==> config.mk <==
export PLATFORM = sky130hd
export DESIGN_NAME = acc_cpu_ctrl
export DESIGN_NICKNAME = d
export VERILOG_FILES = /design/src/rtl/acc_cpu_ctrl.sv
export SDC_FILE = /design/constraint.sdc
export NUM_CORES = 1
export LEC_CHECK = 0
export BUFFER_PORTS_ARGS = -buffer_cell sky130_fd_sc_hd__buf_2
export CORE_AREA = 2 2 39 41
export CTS_BUF_LIST = sky130_fd_sc_hd__clkbuf_4
export DETAILED_ROUTE_END_ITERATION = 10
export DIE_AREA = 0 0 41 43
export GPL_ROUTABILITY_DRIVEN = 0
export PLACE_DENSITY = 0.65
export SYNTH_ARGS = -nofsm -noshare
export SYNTH_HDL_FRONTEND = slang
export SYNTH_SLANG_ARGS = --single-unit
==> constraint.sdc <==
create_clock -name clk -period 1.75 [get_ports clk]
set_clock_uncertainty 0.2 [all_clocks]
set_input_delay 0.35 -clock clk [delete_from_list [all_inputs] [get_ports clk]]
set_output_delay 0.35 -clock clk [all_outputs]
set_load 0.005 [all_outputs]
==> src/rtl/acc_cpu_ctrl.sv <==
// acc_cpu_ctrl: eight-phase control sequencer for the 8-bit accumulator CPU.
// Latency: controls decode combinationally from the current phase; one instruction every 8 clk.
// Backpressure: none; free-runs every clk until HLT, then holds at phase 4 until rst.
module acc_cpu_ctrl #(
    parameter int OPW    = 3,
    parameter int NPHASE = 8
) (
    input  logic           clk,
    input  logic           rst,
    input  logic [OPW-1:0] opcode,
    input  logic           zero,
    output logic           sel,
    output logic           rd,
    output logic           ld_ir,
    output logic           inc_pc,
    output logic           ld_pc,
    output logic           ld_ac,
    output logic           data_e,
    output logic           wr,
    output logic           halt,
    output logic [2:0]     phase
);

    localparam logic [OPW-1:0] OP_HLT = OPW'(0);
    localparam logic [OPW-1:0] OP_SKZ = OPW'(1);
    localparam logic [OPW-1:0] OP_ADD = OPW'(2);
    localparam logic [OPW-1:0] OP_AND = OPW'(3);
    localparam logic [OPW-1:0] OP_XOR = OPW'(4);
    localparam logic [OPW-1:0] OP_LDA = OPW'(5);
    localparam logic [OPW-1:0] OP_STO = OPW'(6);
    localparam logic [OPW-1:0] OP_JMP = OPW'(7);

    localparam logic [2:0] LAST_PH = 3'(NPHASE - 1);

    typedef enum logic [2:0] {
        INST_ADDR  = 3'd0,
        INST_FETCH = 3'd1,
        INST_LOAD  = 3'd2,
        IDLE       = 3'd3,
        OP_ADDR    = 3'd4,
        OP_FETCH   = 3'd5,
        ALU_OP     = 3'd6,
        STORE      = 3'd7
    } state_t;

    state_t state;
    state_t state_n;
    logic   halted;
    logic   halted_n;
    logic   aluop;

    assign aluop = (opcode == OP_ADD) || (opcode == OP_AND) ||
                   (opcode == OP_XOR) || (opcode == OP_LDA);
    assign phase = state;

    always_ff @(posedge clk or posedge rst) begin
        if (rst) begin
            state  <= INST_ADDR;
            halted <= 1'b0;
        end else begin
            state  <= state_n;
            halted <= halted_n;
        end
    end

    // HLT freezes the phase at OP_ADDR; the halted flag is sticky until rst.
    always_comb begin
        state_n  = state;
        halted_n = halted;
        if (!halted) begin
            if (state == OP_ADDR && opcode == OP_HLT)
                halted_n = 1'b1;
            else if (state == LAST_PH)
                state_n = INST_ADDR;
            else
                state_n = state_t'(state + 3'd1);
        end
    end

    always_comb begin
        sel    = 1'b0;
        rd     = 1'b0;
        ld_ir  = 1'b0;
        inc_pc = 1'b0;
        ld_pc  = 1'b0;
        ld_ac  = 1'b0;
        data_e = 1'b0;
        wr     = 1'b0;
        halt   = 1'b0;
        if (rst) begin
            // all controls quiet while reset is held, including the PC select
        end else if (halted) begin
            halt = 1'b1;
        end else begin
            case (state)
                INST_ADDR: sel = 1'b1;
                INST_FETCH: begin
                    sel = 1'b1;
                    rd  = 1'b1;
                end
                INST_LOAD, IDLE: begin
                    sel   = 1'b1;
                    rd    = 1'b1;
                    ld_ir = 1'b1;
                end
                OP_ADDR: begin
                    inc_pc = 1'b1;
                    halt   = (opcode == OP_HLT);
                end
                OP_FETCH: rd = aluop;
                ALU_OP: begin
                    rd     = aluop;
                    inc_pc = (opcode == OP_SKZ) && zero;
                    ld_pc  = (opcode == OP_JMP);
                    data_e = (opcode == OP_STO);
                end
                STORE: begin
                    rd     = aluop;
                    ld_ac  = aluop;
                    ld_pc  = (opcode == OP_JMP);
                    inc_pc = (opcode == OP_JMP);
                    wr     = (opcode == OP_STO);
                    data_e = (opcode == OP_STO);
                end
                default: ;
            endcase
        end
    end

endmodule

* After elaboration in Yosys (flattened, before gate mapping)
Index checks and enable logic that the tools add are counted.
** Word-level totals
- Register bits after elaboration :: 4
- Word-level logic and storage cells :: 62
** Operators by class
- Add/subtract/negate cells :: 1
- Equal/unequal tests :: 14
- Multiplexer cells :: 30
- Bitwise logic cells :: 2
- Reductions and logical operators :: 13
** Operators with widths (number)
- two-way mux 1 bit :: 27
- == test 3 bit, second input constant :: 8
- == test 3 x 2 -> 1 bit, second input constant :: 4
- == test 3 x 1 -> 1 bit, second input constant :: 2
- logical NOT 3 bit :: 2
- OR reduction 3 bit :: 2
- OR reduction 2 bit :: 2
- OR reduction 4 bit :: 1
- adder 3 x 1 -> 3 bit, second input constant :: 1
- logical OR 1 bit :: 3
- two-way mux 3 bit :: 1
- one-hot mux 1 bit (3 select lines) :: 1
- logical AND 1 bit :: 2
- NOT 1 bit :: 2
- one-hot mux 1 bit (2 select lines) :: 1
- AND reduction 2 bit :: 1

* Longest topological paths before layout
Gate-level depths: netlist of the first run.
- Depth after elaboration :: 7
- Gate-level depth with buffers :: 5
- Depth with buffers taken out :: 5

* Worst setup path before layout of the first run
No wires, ideal clock.
- Kind :: reg2out
- Start point :: register state[0], in the netlist phase[0]
- End point :: output port inc_pc
- Arrival time :: 1.448 ns
- Data required time :: 1.200 ns
- Path slack :: -0.248 ns
- Cell stages (with the launch flop) :: 6
- Buffers on the path :: 0
- Cell sequence :: dfrtp_1 -> inv_1 -> ha_1 -> nand4_1 -> or3_1 -> a311oi_1
** Between the ends
- Word-level cells in the longest chain between the ends :: 4
- Elaborated cells on any way between the ends :: 6
- Classes of those cells :: 3 x eq/ne; 3 x mux
** Ends and longest elaborated chain
- start, declared :: RTL line 46 : state_t state;
- start signal, assigned :: RTL line 61 : state <= state_n;
- == test 3 bit :: RTL line 95 : case (state)
- one-hot mux 1 bit (3 select lines) (*) :: RTL line 95
- two-way mux 1 bit (*) :: RTL line 92 : end else if (halted) begin
- two-way mux 1 bit (*) :: RTL line 90 : if (rst) begin
- end, declared :: RTL line 15 : output logic inc_pc,
Every way passes the cells marked *; elsewhere a longest branch is shown, timed or not.

* Worst setup path after layout of the first run
Ends and elaborated chain as after synthesis.

==> flow_summary.toml, run 1 <==
[die]
ios = 18
fp.dieW_um = 41
initial_core_util_pct = 28.8
dieArea_um2 = 1760
row_count = 14
core-area_um2 = 1380
fp.dieH_um = 43

[finish]
drive_gt1_share_pct = 75.6
register_area_um2 = 103
nNetsFinal = 101
layout_commonest_cell = "buf_2"
antenna_cells = 0
final_cell_mix = "buf_2 (16), buf_4 (14), ha_4 (6), buf_6 (6), inv_1 (4)"
multi_input_area_um2 = 458
fillers = 119
syn_to_final_growth_pct = 123
fin_cells = 102

[logic_synthesis]
synth_cell_types = 20
yosys_warnings = 0
synth-edff-count = 0
syn-num-nets = 59
synthCells = 46
synth-seq-cells = 4
synthesis.area_um2 = 398
syn_area_per_cell_um2 = 8.65
synthArstFlopShare_pct = 100
synth_top_flop_cell = "dfrtp_1"
yosysSeqAreaShare_pct = 25.2

[global_route]
grt_first_pass_wirelength_um = 1850
track_usage_pct = 15.5
antenna_found_initial = 0
grt_pass1_vias = 469
grt_max_degree = 7
gr-total-overflow = 0

[critical_path]
path_class = "flip-flop to output pin"
cp-start-kind = "flip-flop"
cp.required_ns = 1.20
arrival_ns = 1.64
crit_fanout = 4
endpoint_kind = "output pin"

[sta]
setup_viol = 9
worstMarginPinSlew_ns = 0.389
fin_crit_sh_pct = 125
slew_headroom_pct = 73.9
fmax_ghz = 0.456
drv_slew = 0
rsz0062_at_grt = "yes"
setup_slack_ns = -0.443
fin_crit_ns = 2.19
finalHoldViolations = 0

[clocking]
clk_pin_slew_ns = 0.03
clock_sinks = 4
clockRootBuffer = "clkbuf_4"
clk_latency_ns = 0.23
tritoncts = "yes"
cts_max_level = 1
clock_path_buffers = 2
cts_buffers = 3

[power_and_ir_drop]
internal_power_w = 0.000846
powerDensity_nw_per_um2 = 1630
p_switching_w = 0.000599
p_leak_nw = 0.389
total_power_w = 0.00144
seq_power_share_pct = 15.6
swShare_pct = 41.5
p_comb_share_pct = 76.8
clockPowerShare_pct = 7.6
vdd_drop_max_mv = 0.935

[run_status]
violations = "setup timing"
status = "finished, violations left"

[route]
routedWlPerCell_um = 13.0
drcViolationCount = 0
final_antenna_net_count = 0
initialDrtViolationCount = 5
drtPass1Iterations = 3
viasPerCell = 4.90
wl_um = 1330
vias = 500

[placement]
port_buffers = 17
hpwl_um = 919
dp_cells = 92

[flow_run]
maxCapViolations = 0

[min_path]
holdCritPathClass = "flip-flop to flip-flop"
-- area by class of cell --
cell class,count,share of cell area [%]
multi-input cells,37,51.6
repair buffers,37,29.6
flip-flops and latches,4,11.6
clock buffers,3,2.54
inverters,5,2.40
well taps,16,2.26
-- Yosys cell counts (2+ instances only) --
cell,number,area [um2]
nor3_1,7,35.0
a21oi_1,2,10.0
nand4_1,2,12.5
nor3b_1,2,15.0
ha_1,7,87.6
mux2_2,2,22.5
nor2_1,4,15.0
inv_1,5,18.8
dfrtp_1,4,100
-- power groups by stage --
stage               sequential, W  clock, W  combinational, W
floorplan                0.000215         0          0.000344
global placement         0.000193         0          0.000667
detailed placement       0.000194         0          0.000689
CTS                      0.000194  0.000116          0.000871
global route             0.000237  0.000118           0.00120
finish                   0.000225  0.000109           0.00111
-- metal layers --
| metal | routed length [um] | up-vias | share of wire (%) | GRT usage [%] |
|---|---|---|---|---|
| li1 | - | 249 | - | - |
| met2 | 771 | 15 | 58 | 27.8 |
| met5 | 0 | - | 0 | 0 |
| met4 | 0 | 0 | 0 | 8.00 |
| met1 | 515 | 236 | 39 | 14.9 |
| met3 | 43 | 0 | 3.2 | 3.66 |
-- state kept, by name, indices dropped and copies added (netlist names) --
| register | flops |
|---|---|
| halted | 1 |
| phase | 3 |
-- per-stage QoR --
step / TNS, ns / util [%] / hold slack (ns) / cell area (um2) / setup WS [ns]
floorplan: -0.136 / - / -0.0839 / 427 / -0.0987
global placement: -0.604 / 45.5 / 0.0789 / 629 / -0.181
detailed placement: -0.770 / 45.5 / 0.0837 / 629 / -0.227
CTS: -2.50 / 53.7 / 0.350 / 743 / -0.441
global route: -2.87 / 64.1 / 0.433 / 887 / -0.508
finish: -2.36 / 64.1 / 0.402 / 887 / -0.443
-- worst max-delay path, cell delays in order, from the launching register on --
cell and delay [ns]:
dfrtp_2 0.44, inv_4 0.08, ha_4 0.13, nand4_1 0.07
or3_1 0.33, a311oi_2 0.20, buf_2 0.15
-- logic make-up (layout without fill, tap and decap cells) --
kind of cell / after synthesis / in the layout / share of synthesized area, %
AO/OA/AOI/OAI: 7 / 7 / 13.8
XOR/XNOR: 1 / 1 / 2.20
adder cells (fa/ha/maj): 7 / 7 / 22.0
buffers and inverters: 5 / 45 / 4.72
flip-flops: 4 / 4 / 25.2
multiplexers: 2 / 2 / 5.66
AND/OR/NAND/NOR: 20 / 20 / 26.4
-- what timing repair did --
| action | CTS | global route |
|---|---|---|
| gates cloned | 0 | 0 |
| pin swaps | 1 | 8 |
| hold endpoints to repair | 4 | 0 |
| hold buffers | 1 | 0 |
| buffers inserted | 5 | 1 |
| setup endpoints to repair | 9 | 11 |
| gates resized for setup | 9 | 26 |
-- final timing paths --
path | startpoint | to | slack (ns) | depth (start not counted)
worst max-delay path | phase[0]$_DFFE_PP0P_ | inc_pc | -0.44 | 6
worst min-delay path | halted$_DFF_PP0_ | phase[2]$_DFFE_PP0P_ | 0.40 | 1
worst max register to register | phase[0]$_DFFE_PP0P_ | phase[1]$_DFFE_PP0P_ | 0.05 | 6
worst min register to register | halted$_DFF_PP0_ | phase[2]$_DFFE_PP0P_ | 0.40 | 1
max in group asynchronous | rst | phase[0]$_DFFE_PP0P_ | 0.74 | 3
min in group asynchronous | rst | halted$_DFF_PP0_ | 0.44 | 3
Power figures use the tool's default switching activity.
==> inputs of run 2 (changes only) <==
--- a/config.mk
+++ b/config.mk
@@ -5,13 +5,14 @@
 export SDC_FILE = /design/constraint.sdc
 export NUM_CORES = 1
 export LEC_CHECK = 0
+export ABC_AREA = 1
 export BUFFER_PORTS_ARGS = -buffer_cell sky130_fd_sc_hd__buf_2
 export CORE_AREA = 2 2 39 41
 export CTS_BUF_LIST = sky130_fd_sc_hd__clkbuf_4
 export DETAILED_ROUTE_END_ITERATION = 10
 export DIE_AREA = 0 0 41 43
 export GPL_ROUTABILITY_DRIVEN = 0
-export PLACE_DENSITY = 0.65
+export PLACE_DENSITY = 0.69
 export SYNTH_ARGS = -nofsm -noshare
 export SYNTH_HDL_FRONTEND = slang
 export SYNTH_SLANG_ARGS = --single-unit
==> run 2 against run 1 <==
The flow still finishes with violations (setup timing). Combinational power fell by 98%. Area after synthesis grew 13%. Routed wire length shrank 5.8%. Highest routed layer is now met4.
==> flow_summary.toml, run 2 <==
[critical_path]
path_cells = "ha_4 > ha_4 > inv_2 > nand2_2 > nor2_2 > a21oi_1 > buf_2"
crit_family = "flip-flops"
crit_fanout = 4
arrival_ns = 1.42
endpoint_kind = "output pin"
cpMaxStageDelayCell = "dfrtp_2"
cp.required_ns = 1.20
r2r-end = "phase[0]$_DFFE_PP0P_"
worst_path_largest_cell_delay_ns = 0.45
crit_top_cell = "ha_4"
r2r_cells = 10
cp-start-kind = "flip-flop"
path_class = "flip-flop to output pin"
crit_buf_inv = 2
r2r_slack_ns = 0.12
r2r_start = "phase[0]$_DFFE_PP0P_"

[global_route]
antenna_found_initial = 0
grt_max_degree = 8
grt_first_pass_wirelength_um = 1740
track_usage_pct = 14.7
grt_pass1_vias = 448
gr-total-overflow = 0

[die]
row_count = 14
ios = 18
initial_core_util_pct = 32.5
core-area_um2 = 1380
dieArea_um2 = 1760
fp.dieH_um = 43
fp.dieW_um = 41

[finish]
largest_reg_flops = 3
layout_commonest_cell = "buf_2"
fillers = 138
antenna_cells = 0
syn_to_final_growth_pct = 76.0
nNetsFinal = 118
final_cell_mix = "buf_2 (17), nand2_1 (14), nor2_1 (10)"
drive_gt1_share_pct = 54.4
fin_util_pct = 57.1
design_area_um2 = 791

[flow_run]
maxCapViolations = 0

[sta]
setup_viol = 9
fmax_ghz = 0.507
finalHoldViolations = 0
worstMarginPinSlew_ns = 0.214
drv_slew = 0
fin_tns_setup_ns = -1.68
fin_crit_sh_pct = 113
setup_slack_ns = -0.224
slew_headroom_pct = 85.7
fin_crit_ns = 1.97
rsz0062_at_grt = "yes"

[logic_synthesis]
yosys_warnings = 0
synthArstFlopShare_pct = 100
syn-num-nets = 84
syn_area_per_cell_um2 = 6.33
synth-seq-cells = 4
synthCells = 71
yosysSeqAreaShare_pct = 22.3
synth_top_flop_cell = "dfrtp_1"
yosys.cell_count.top_type = "nand2_1"
yosys.area.top_type_share_pct = 22.3
synth_area_leaders = "dfrtp_1 (22%), ha_1 (19%), nand2_1 (14%), nor2_1 (12%), inv_1 (10%)"
synth_top_cell_by_area = "dfrtp_1"
synth_cell_types = 13
synthesis.area_um2 = 449
synth_common_cells = "nand2_1 (17), nor2_1 (14), inv_1 (12)"
synth-edff-count = 0

[clocking]
cts_buffers = 3
clk_latency_ns = 0.24
cts_max_level = 1
tritoncts = "yes"
clk_pin_slew_ns = 0.04
clock_sinks = 4
clock_path_buffers = 2
clockRootBuffer = "clkbuf_4"

[placement]
port_buffers = 17
hpwl_um = 869
placedInstanceArea_um2 = 614

[route]
vias = 543
routedWlPerCell_um = 10.5
final_antenna_net_count = 0
drcViolationCount = 0
initialDrtViolationCount = 3
drtPass1Iterations = 2
viasPerCell = 4.56
wl_um = 1250

[run_status]
violations = "setup timing"
status = "finished, violations left"

[power_and_ir_drop]
vdd_drop_max_mv = 0.309
p_leak_nw = 0.390
powerDensity_nw_per_um2 = 291
total_power_w = 0.000230

[min_path]
holdCritPathClass = "input port to async pin"
run 2: repair_timing:
item,in CTS,in global routing
buffers inserted,1,2
pin swaps,6,5
hold buffers,1,0
endpoints found under the setup margin,9,9
endpoints found under the hold margin,4,0
resized for setup,16,17
run 2: cell families (layout without fill, tap and decap cells):
logic type	count (synthesis)	after routing	synth area share [%]
AOI/OAI and AO/OA	5	5	5.57
and+or+nand+nor	43	43	42.6
buffers and inverters	12	44	10.0
adders and majority gates	7	7	19.5
DFF	4	4	22.3
run 2: area by class of cell:
| type | instances | area (um2) | area share (%) |
|---|---|---|---|
| Clock buffer | 3 | 22.5 | 2.85 |
| Inverter | 12 | 50.0 | 6.33 |
| Multi-Input combinational cell | 55 | 410 | 51.9 |
| Sequential cell | 4 | 103 | 13.0 |
| Tap cell | 16 | 20.0 | 2.53 |
| Timing Repair Buffer | 29 | 185 | 23.4 |
run 2: report_power, final:
group	total (W)	switching (W)	internal (W)
combinational	0.0000226	0.0000134	0.00000910
clock	0.000115	0.0000380	0.0000767
sequential	0.0000930	0	0.0000930
total	0.000230	0.0000514	0.000179
run 2: how the worst max path moves through the flow:
stage / cells after the start / to / startpoint
3_5_place_dp: 7 / rd / phase[0]$_DFFE_PP0P_
3_3_place_gp: 7 / rd / phase[0]$_DFFE_PP0P_
2_1_floorplan: 6 / rd / phase[0]$_DFFE_PP0P_
4_1_cts: 7 / rd / phase[1]$_DFFE_PP0P_
6_report: 7 / rd / phase[0]$_DFFE_PP0P_
5_1_grt: 7 / inc_pc / phase[0]$_DFFE_PP0P_
run 2: layer usage:
metal,global-route usage [%],wire length [um],vias up
met4,10.0,21,0
met5,0,0,-
li1,-,-,284
met1,18.3,514,247
met2,22.5,692,10
met3,1.57,24,2
run 2: through the flow:
stage / std cells / setup slack [ns] / hold WS [ns]
detailed placement: 112 / -0.0368 / 0.0671
floorplan: 71 / 0.0739 / -0.0839
CTS: 117 / -0.247 / 0.364
global placement: 112 / -0.0150 / 0.0600
finish: 119 / -0.224 / 0.387
global route: 119 / -0.306 / 0.409
run 2: worst min-delay path: cells and delay by family:
| kind | cells | cell delay [ns] |
|---|---|---|
| buf+inv | 3 | 0.81 |
